**src/rtl/ritc_input_channel_aligner.sv**
```systemverilog
`timescale 1ns/1ps
`default_nettype none
// ---------------------------------------------------------------------------
// ritc_input_channel_aligner - finds the 3-bit sample shift that aligns the
// RITC training word, holds it once locked and counts training errors. Rev 1.0
// ---------------------------------------------------------------------------
module ritc_input_channel_aligner #(
  parameter logic [47:0] TRAIN_PATTERN = 48'h000000000007,
  parameter int unsigned LOCK_COUNT    = 16
) (
  input  logic        clk_i,
  input  logic        rst_i,
  input  logic [47:0] in_i,
  input  logic        train_i,
  input  logic        restart_i,
  output logic [47:0] out_o,
  output logic        valid_o,
  output logic        locked_o,
  output logic [3:0]  shift_o,
  output logic [7:0]  err_cnt_o
);

  typedef enum logic [1:0] {
    IDLE   = 2'd0,
    SEARCH = 2'd1,
    VERIFY = 2'd2,
    LOCKED = 2'd3
  } state_t;

  localparam logic [7:0] LOCK_CNT_C = 8'(LOCK_COUNT);

  state_t      state_q, state_d;
  logic [47:0] prev_q;
  logic [47:0] out_q, out_d;
  logic [3:0]  shift_q, shift_d;
  logic [7:0]  match_q, match_d;
  logic [7:0]  err_q, err_d;
  logic        locked_q, locked_d;

  // Previous word in the low half, so sample j of the window sits at bits [3j+2:3j].
  logic [95:0] window;
  logic [47:0] cand [16];
  logic [15:0] hit;
  logic [3:0]  first_hit;
  logic        any_hit;
  logic        cur_ok;

  assign window = {in_i, prev_q};

  for (genvar s = 0; s < 16; s++) begin : g_cand
    assign cand[s] = window[3*s +: 48];
    assign hit[s]  = (cand[s] == TRAIN_PATTERN);
  end

  always_comb begin
    first_hit = 4'd0;
    for (int s = 15; s >= 0; s--) begin
      if (hit[s]) first_hit = 4'(s);
    end
  end

  assign any_hit = |hit;
  assign cur_ok  = hit[shift_q];
  assign out_d   = cand[shift_q];

  always_comb begin
    state_d = state_q;
    shift_d = shift_q;
    match_d = match_q;
    err_d   = err_q;
    if (restart_i) begin
      state_d = SEARCH;
      match_d = 8'd0;
      err_d   = 8'd0;
    end else begin
      case (state_q)
        IDLE: begin
          if (train_i) begin
            state_d = SEARCH;
            err_d   = 8'd0;
          end
        end
        SEARCH: begin
          if (!train_i) begin
            state_d = IDLE;
            match_d = 8'd0;
          end else if (any_hit) begin
            shift_d = first_hit;
            match_d = 8'd1;
            state_d = (LOCK_CNT_C == 8'd1) ? LOCKED : VERIFY;
          end
        end
        VERIFY: begin
          if (!train_i) begin
            state_d = IDLE;
            match_d = 8'd0;
          end else if (!cur_ok) begin
            state_d = SEARCH;
            match_d = 8'd0;
            err_d   = 8'd0;
          end else begin
            match_d = match_q + 8'd1;
            if (match_q + 8'd1 == LOCK_CNT_C) state_d = LOCKED;
          end
        end
        LOCKED: begin
          if (train_i && !cur_ok && (err_q != 8'hff)) err_d = err_q + 8'd1;
        end
        default: state_d = IDLE;
      endcase
    end
  end

  // Status rises one cycle after LOCKED is entered but drops on the same edge it is left.
  assign locked_d = (state_q == LOCKED) && (state_d == LOCKED);

  always_ff @(posedge clk_i or posedge rst_i) begin
    if (rst_i) begin
      state_q  <= IDLE;
      prev_q   <= 48'd0;
      out_q    <= 48'd0;
      shift_q  <= 4'd0;
      match_q  <= 8'd0;
      err_q    <= 8'd0;
      locked_q <= 1'b0;
    end else begin
      state_q  <= state_d;
      prev_q   <= in_i;
      out_q    <= out_d;
      shift_q  <= shift_d;
      match_q  <= match_d;
      err_q    <= err_d;
      locked_q <= locked_d;
    end
  end

  assign out_o     = out_q;
  assign valid_o   = locked_q;
  assign locked_o  = locked_q;
  assign shift_o   = shift_q;
  assign err_cnt_o = err_q;

endmodule
`default_nettype wire
```
**config.mk**
```make
export PLATFORM = sky130hd
export DESIGN_NAME = ritc_input_channel_aligner
export DESIGN_NICKNAME = d
export VERILOG_FILES = /design/src/rtl/ritc_input_channel_aligner.sv
export SDC_FILE = /design/constraint.sdc
export NUM_CORES = 1
export LEC_CHECK = 0
export BUFFER_PORTS_ARGS = -buffer_cell sky130_fd_sc_hd__buf_4
export CAP_MARGIN = 20
export CORE_MARGIN = 2
export CORE_UTILIZATION = 53
export DETAILED_ROUTE_END_ITERATION = 10
export PLACE_DENSITY = 0.78
export SLEW_MARGIN = 20
export SYNTH_ARGS = -nofsm -noshare
export SYNTH_HDL_FRONTEND = slang
export SYNTH_SLANG_ARGS = --single-unit
```
**constraint.sdc**
```tcl
create_clock -name clk_i -period 3.1 [get_ports clk_i]
set_clock_uncertainty 0.2 [all_clocks]
set_input_delay 0 -clock clk_i [delete_from_list [all_inputs] [get_ports clk_i]]
set_output_delay 0 -clock clk_i [all_outputs]
set_load 0.02 [all_outputs]
```
Word level (Yosys, flattened, before mapping)
Index checks and enable logic that the tools add are counted.
- register bits after elaboration: 119
- input port bits: 52
- logic and storage cells: 92
- $add $sub $neg: 2
- magnitude comparators: 2
- equal/unequal tests: 27
- mux-type cells: 41
- bitwise gates (word level): 2
- reductions and logical operators: 11
- operators by type and width (operator ; number):
    $eq A48 B3 Y1 const B ; 16
    $bmux W48 S4 ; 1
    $mux W48 ; 2
    $mux W8 ; 10
    $mux W4 ; 16
    $pmux W8 S3 ; 1
    $add A8 B1 Y8 const B ; 2
    $pmux W8 S2 ; 1
    $reduce_or A16 Y1 ; 1
    $mux W2 ; 7
    $ne A3 B3 Y1 const B ; 4
    $eq A8 B5 Y1 const B ; 1
    $ne A8 B8 Y1 const B ; 1
    $eq A2 B2 Y1 const B ; 3
    $pmux W2 S3 ; 1
    $ge A5 B5 Y1 const B ; 1
    $lt A4 B5 Y1 const B ; 1
    $not A4 Y5 ; 1
    $reduce_and A5 Y1 ; 1
    $bmux W1 S4 ; 1
    $ne A4 B4 Y1 const B ; 1
    $reduce_and A4 Y1 ; 1
    $reduce_bool A4 Y1 ; 1
    $logic_and A1 B1 Y1 ; 3
    7 further kinds ; 7

Longest topological paths before layout
- word-level depth: 17
- gate-level depth with buffers: 12

Least setup slack after synthesis
Ideal clock, no wire load.
- path type: flip-flop to flip-flop
- from: register prev_q[18]
- to: register shift_q[0] (netlist: shift_o[0])
- library setup time: 0.125 ns
- arrival time: 2.242 ns
- data required time: 2.775 ns
- slack: 0.534 ns
- cell stages (with the launch flop): 8
- period minus slack after synthesis: 2.566 ns
- cell sequence: dfrtp_1 > or3_4 > or4_4 > nor4_2 > o21ai_1 > nand4_2 > o21a_2 > mux2_2
- longest elaborated chain between the ends: 8
- elaborated cells on any way between the ends: 16
- classes of those cells: eq/ne: 7; mux: 7; reduce/logical: 2
- ends and longest elaborated chain (element ; line ; RTL):
    start, declared ; 33 ; logic [47:0] prev_q;
    start signal, assigned ; 128 ; prev_q <= in_i;
    $eq A48 B3 Y1 ; 52 ; assign hit[s] = (cand[s] == TRAIN_PATTERN);
    $mux W4 (7 in series) ; 58 ; if (hit[s]) first_hit = 4'(s);
    end signal, assigned ; 130 ; shift_q <= shift_d;
    end, declared ; 35 ; logic [3:0] shift_q, shift_d;
Parallel ways exist; a longest one is shown, timed or not.
A chain may end at the register's enable or synchronous reset.

Final worst setup path
- from: register prev_q[19]
- to: register err_q[3] (netlist: err_cnt_o[3])
- longest elaborated chain between the ends: 8
- elaborated cells on any way between the ends: 15
- classes of those cells: eq/ne: 9; mux: 2; reduce/logical: 4
- ends and longest elaborated chain (element ; line ; RTL):
    $eq A48 B3 Y1 ; 52 ;
    $bmux W1 S4 (*) ; 63 ; assign cur_ok = hit[shift_q];
    $mux W1 (not written as such) (*) ; 63 ;
    $logic_not A1 Y1 ; 107 ; if (train_i && !cur_ok && (err_q != 8'hff)) err_d = err_q + 8'd1;
    $logic_and A1 B1 Y1 (2 in series) ; 107 ;
    $ne A3 B3 Y1 (no source line) ; -- ;
    $reduce_and A5 Y1 (no source line) (*) ; -- ;
    end signal, assigned ; 132 ; err_q <= err_d;
    end, declared ; 37 ; logic [7:0] err_q, err_d;
Every way passes the cells marked *; elsewhere a longest branch is shown, timed or not. The select of a mux whose other input is x is not followed.

==> key figures <==
Run status
  • Status: completed

Pwr
  • Peak VDD IR: 0.000398 V
  • PD cells: 438 mW/mm²
  • Leak: 4.54 nW
  • Total power draw: 4.43 mW

Logic synthesis
  • Largest cells by area after synthesis: dfrtp_1 (38%), mux2i_1 (8.3%), mux4_2 (8.2%), nand2_1 (7.1%), a21oi_1 (3.5%)
  • Netlist Area Pre-Place: 0.00794 mm²
  • Cell count after synthesis: 879
  • Area leader, netlist: dfrtp_1
  • Ys async rst share: 1.00
  • Most numerous cell in the Yosys netlist: nand2_1
  • Synthesized Nets: 933
  • Synth Area per Inst: 9.03 µm²
  • Leading cell types by count after synthesis: nand2_1 (150), dfrtp_1 (119), nor2_1 (71)
  • Distinct cells, synth: 65
  • Register area share after synthesis: 0.375
  • Synthesis warning total: 0
  • Yosys reg bits: 119
  • Main flop type after synthesis: dfrtp_1
  • Post-synth EDFFs: 0
  • Share of the synthesized area in the top cell type: 0.375

Detailed routing
  • DRC: 0
  • Initial DRC count: 1,233
  • Via-per-instance ratio: 6.50
  • DRT Wirelength: 27.4 mm
  • Drt wl/cell: 22.5 µm
  • Antenna Nets Post-Route: 0
  • First drt pass iteration count: 6
  • Vias: 7,943

Worst setup path
  • Crit-path max FO: 9
  • Crit. End Element: flip-flop
  • Worst Reg-to-Reg Cells: 9
  • Reg2reg setup slack: 0.19 ns
  • Crit-path cells: or3_4 > or4_4 > nor4_2 > nand3_1 > nand3_1 > a21o_4 > buf_4 > a21oi_1 > a2bb2oi_1
  • RR Endpoint: err_cnt_o[3]
  • Critical path launch point: prev_q[19]
  • Most used cell, CP: nand3_1
  • Startpoint types: flip-flop
  • CP top delay family: simple AND/OR/NAND/NOR gates
  • Critical path buffers and inverters: 1
  • Worst path slowest cell: dfrtp_1
  • Levels on crit path: 9
  • Worst endpoint required time: 3.25 ns
  • Worst r2r src: prev_q[19]
  • Worst Path Class, Setup: flip-flop to flip-flop
  • Crit path largest cell delay: 0.44 ns
  • Worst setup path endpoint: err_cnt_o[3]
  • Arrival time at the worst endpoint: 3.05 ns

Clock network
  • Clk_lat worst skew: 0.45 ns
  • Total CTS buffers: 17
  • Max Buffers Root-to-Sink: 2
  • CTS Sinks: 119
  • Postcts setup bufs: 0
  • Clock root buffer: clkbuf_16
  • CTS clk-pin slew, worst paths: 0.06 ns
  • H-tree depth reported by CTS: 4
  • CTS tree: yes

STA
  • Worst-margin pin slew: 0.681 ns
  • Hold WS: 0.0347 ns
  • Final Critical Period: 2.91 ns
  • Fmax achieved: 0.344 GHz
  • Final setup vio count: 0
  • RSZ-0062 raised after global routing: no
  • Period Utilization, post-route: 0.937
  • Final hold viol count: 0
  • Fin. max-slew vios: 0
  • Setup tns final: 0 ns
  • Slew Limit Headroom: 0.534
  • Final worst slack: 0.194 ns

Placed design
  • IO buf count: 113
  • DP Worst Slack: 0.171 ns
  • RD Place Congestion: 0.995
  • Inst Count DP: 1,137
  • HPWL Detailed: 18.9 mm
  • Placed inst area: 0.00893 mm²

GRT
  • Total Routing Usage GR: 0.348
  • Antenna violations before repair: 1
  • Largest net degree at the start of global routing: 120
  • Vias in the first global route: 7,591
  • First-pass GRT wire length: 42.4 mm
  • Overflow after GRT: 0

Finish
  • Register area: 0.00299 mm²
  • Share of cells above drive strength 1: 0.240
  • Final core utilization: 0.695
  • Fill cells: 1,096
  • Fin area: 0.0101 mm²
  • Final nets: 1,077
  • Area Growth Syn to Fin: 27.6%
  • Footprint of the multi-input gates: 0.00468 mm²
  • Final Non-Filler Cells: 1,222

Floorplanning
  • Core area: 0.0146 mm²
  • IO Pins: 114
  • Starting Density: 0.544
  • Die H: 126 µm
  • Die Footprint: 0.0160 mm²
  • DIE WIDTH: 126 µm
  • Row cnt: 44

Worst hold path
  • Worst hold-check path type: input port to flip-flop
  • WHS Path Cells: 2

Run
  • Max-cap violations: 0
## how the worst min path moves through the flow
stage / from / endpoint
3_5_place_dp: in_i[46] / prev_q[46]
4_1_cts: in_i[46] / prev_q[46]
6_report: in_i[33] / prev_q[33]
2_1_floorplan: in_i[0] / prev_q[0]
3_3_place_gp: in_i[40] / prev_q[40]
5_1_grt: in_i[46] / prev_q[46]
## registers in the layout, summed over array words and instances (netlist names)
signal,count
out_o,48
err_cnt_o,8
shift_o,4
match_q,8
locked_o,1
prev_q,48
state_q,2
## power breakdown
group          internal [mW]  total (mW)  switching (mW)
combinational          0.238       0.558           0.320
sequential              1.62        1.68          0.0637
clock                   1.43        2.19           0.765
total                   3.28        4.43            1.15
## cell type report
class / count / share of cell area
Timing Repair Buffer: 182 / 0.149
Sequential cell: 119 / 0.295
Clock inverter: 11 / 0.0168
Multi-Input combinational cell: 685 / 0.462
Tap cell: 184 / 0.0227
Clock buffer: 21 / 0.0474
Inverter: 18 / 0.00704
Antenna cell: 2 / 0.000494
## kinds of logic (layout without fill, tap and decap cells)
family / after synthesis / after routing / share of synthesized area
simple gates: 384 / 384 / 0.251
compound gates: 186 / 186 / 0.141
flops: 119 / 119 / 0.375
mux: 111 / 111 / 0.188
buf+inv: 75 / 232 / 0.0389
fa+ha+maj: 2 / 2 / 0.00315
xor+xnor: 2 / 2 / 0.00221
other cells: 0 / 2 / 0
## worst reg2reg max path: cells and delay by family (launching register included)
| kind | cells | cell delay [ns] |
|---|---|---|
| AO/OA/AOI/OAI | 3 | 0.61 |
| buffers and inverters | 1 | 0.17 |
| flip-flops | 1 | 0.44 |
| AND/OR/NAND/NOR | 5 | 1.41 |
## cell usage in the layout, fill, tap and decap left out, drive strengths merged, types with 24 or more instances in the layout
cell           n
mux2i         66
nand3         24
a21oi         55
mux4          29
buf          131
nor2          71
dlygate4sd3   51
nand4         24
nand2        150
o21ai         57
nor3          38
dfrtp        119
## layer usage
layer  vias to the layer above  wire, µm  track usage
met2                       575     12600        0.556
met1                      3690     10100        0.433
met4                         0      1910        0.203
met5                         -         0            0
li1                       3520         -            -
met3                       158      2870       0.0848
## repair_timing
action	4_1_cts	5_1_grt
endpoints found under the setup margin	0	12
hold buffers	51	0
endpoints found under the hold margin	187	0
resized for setup	0	5
Note: power is estimated with default switching activity, not from simulation.
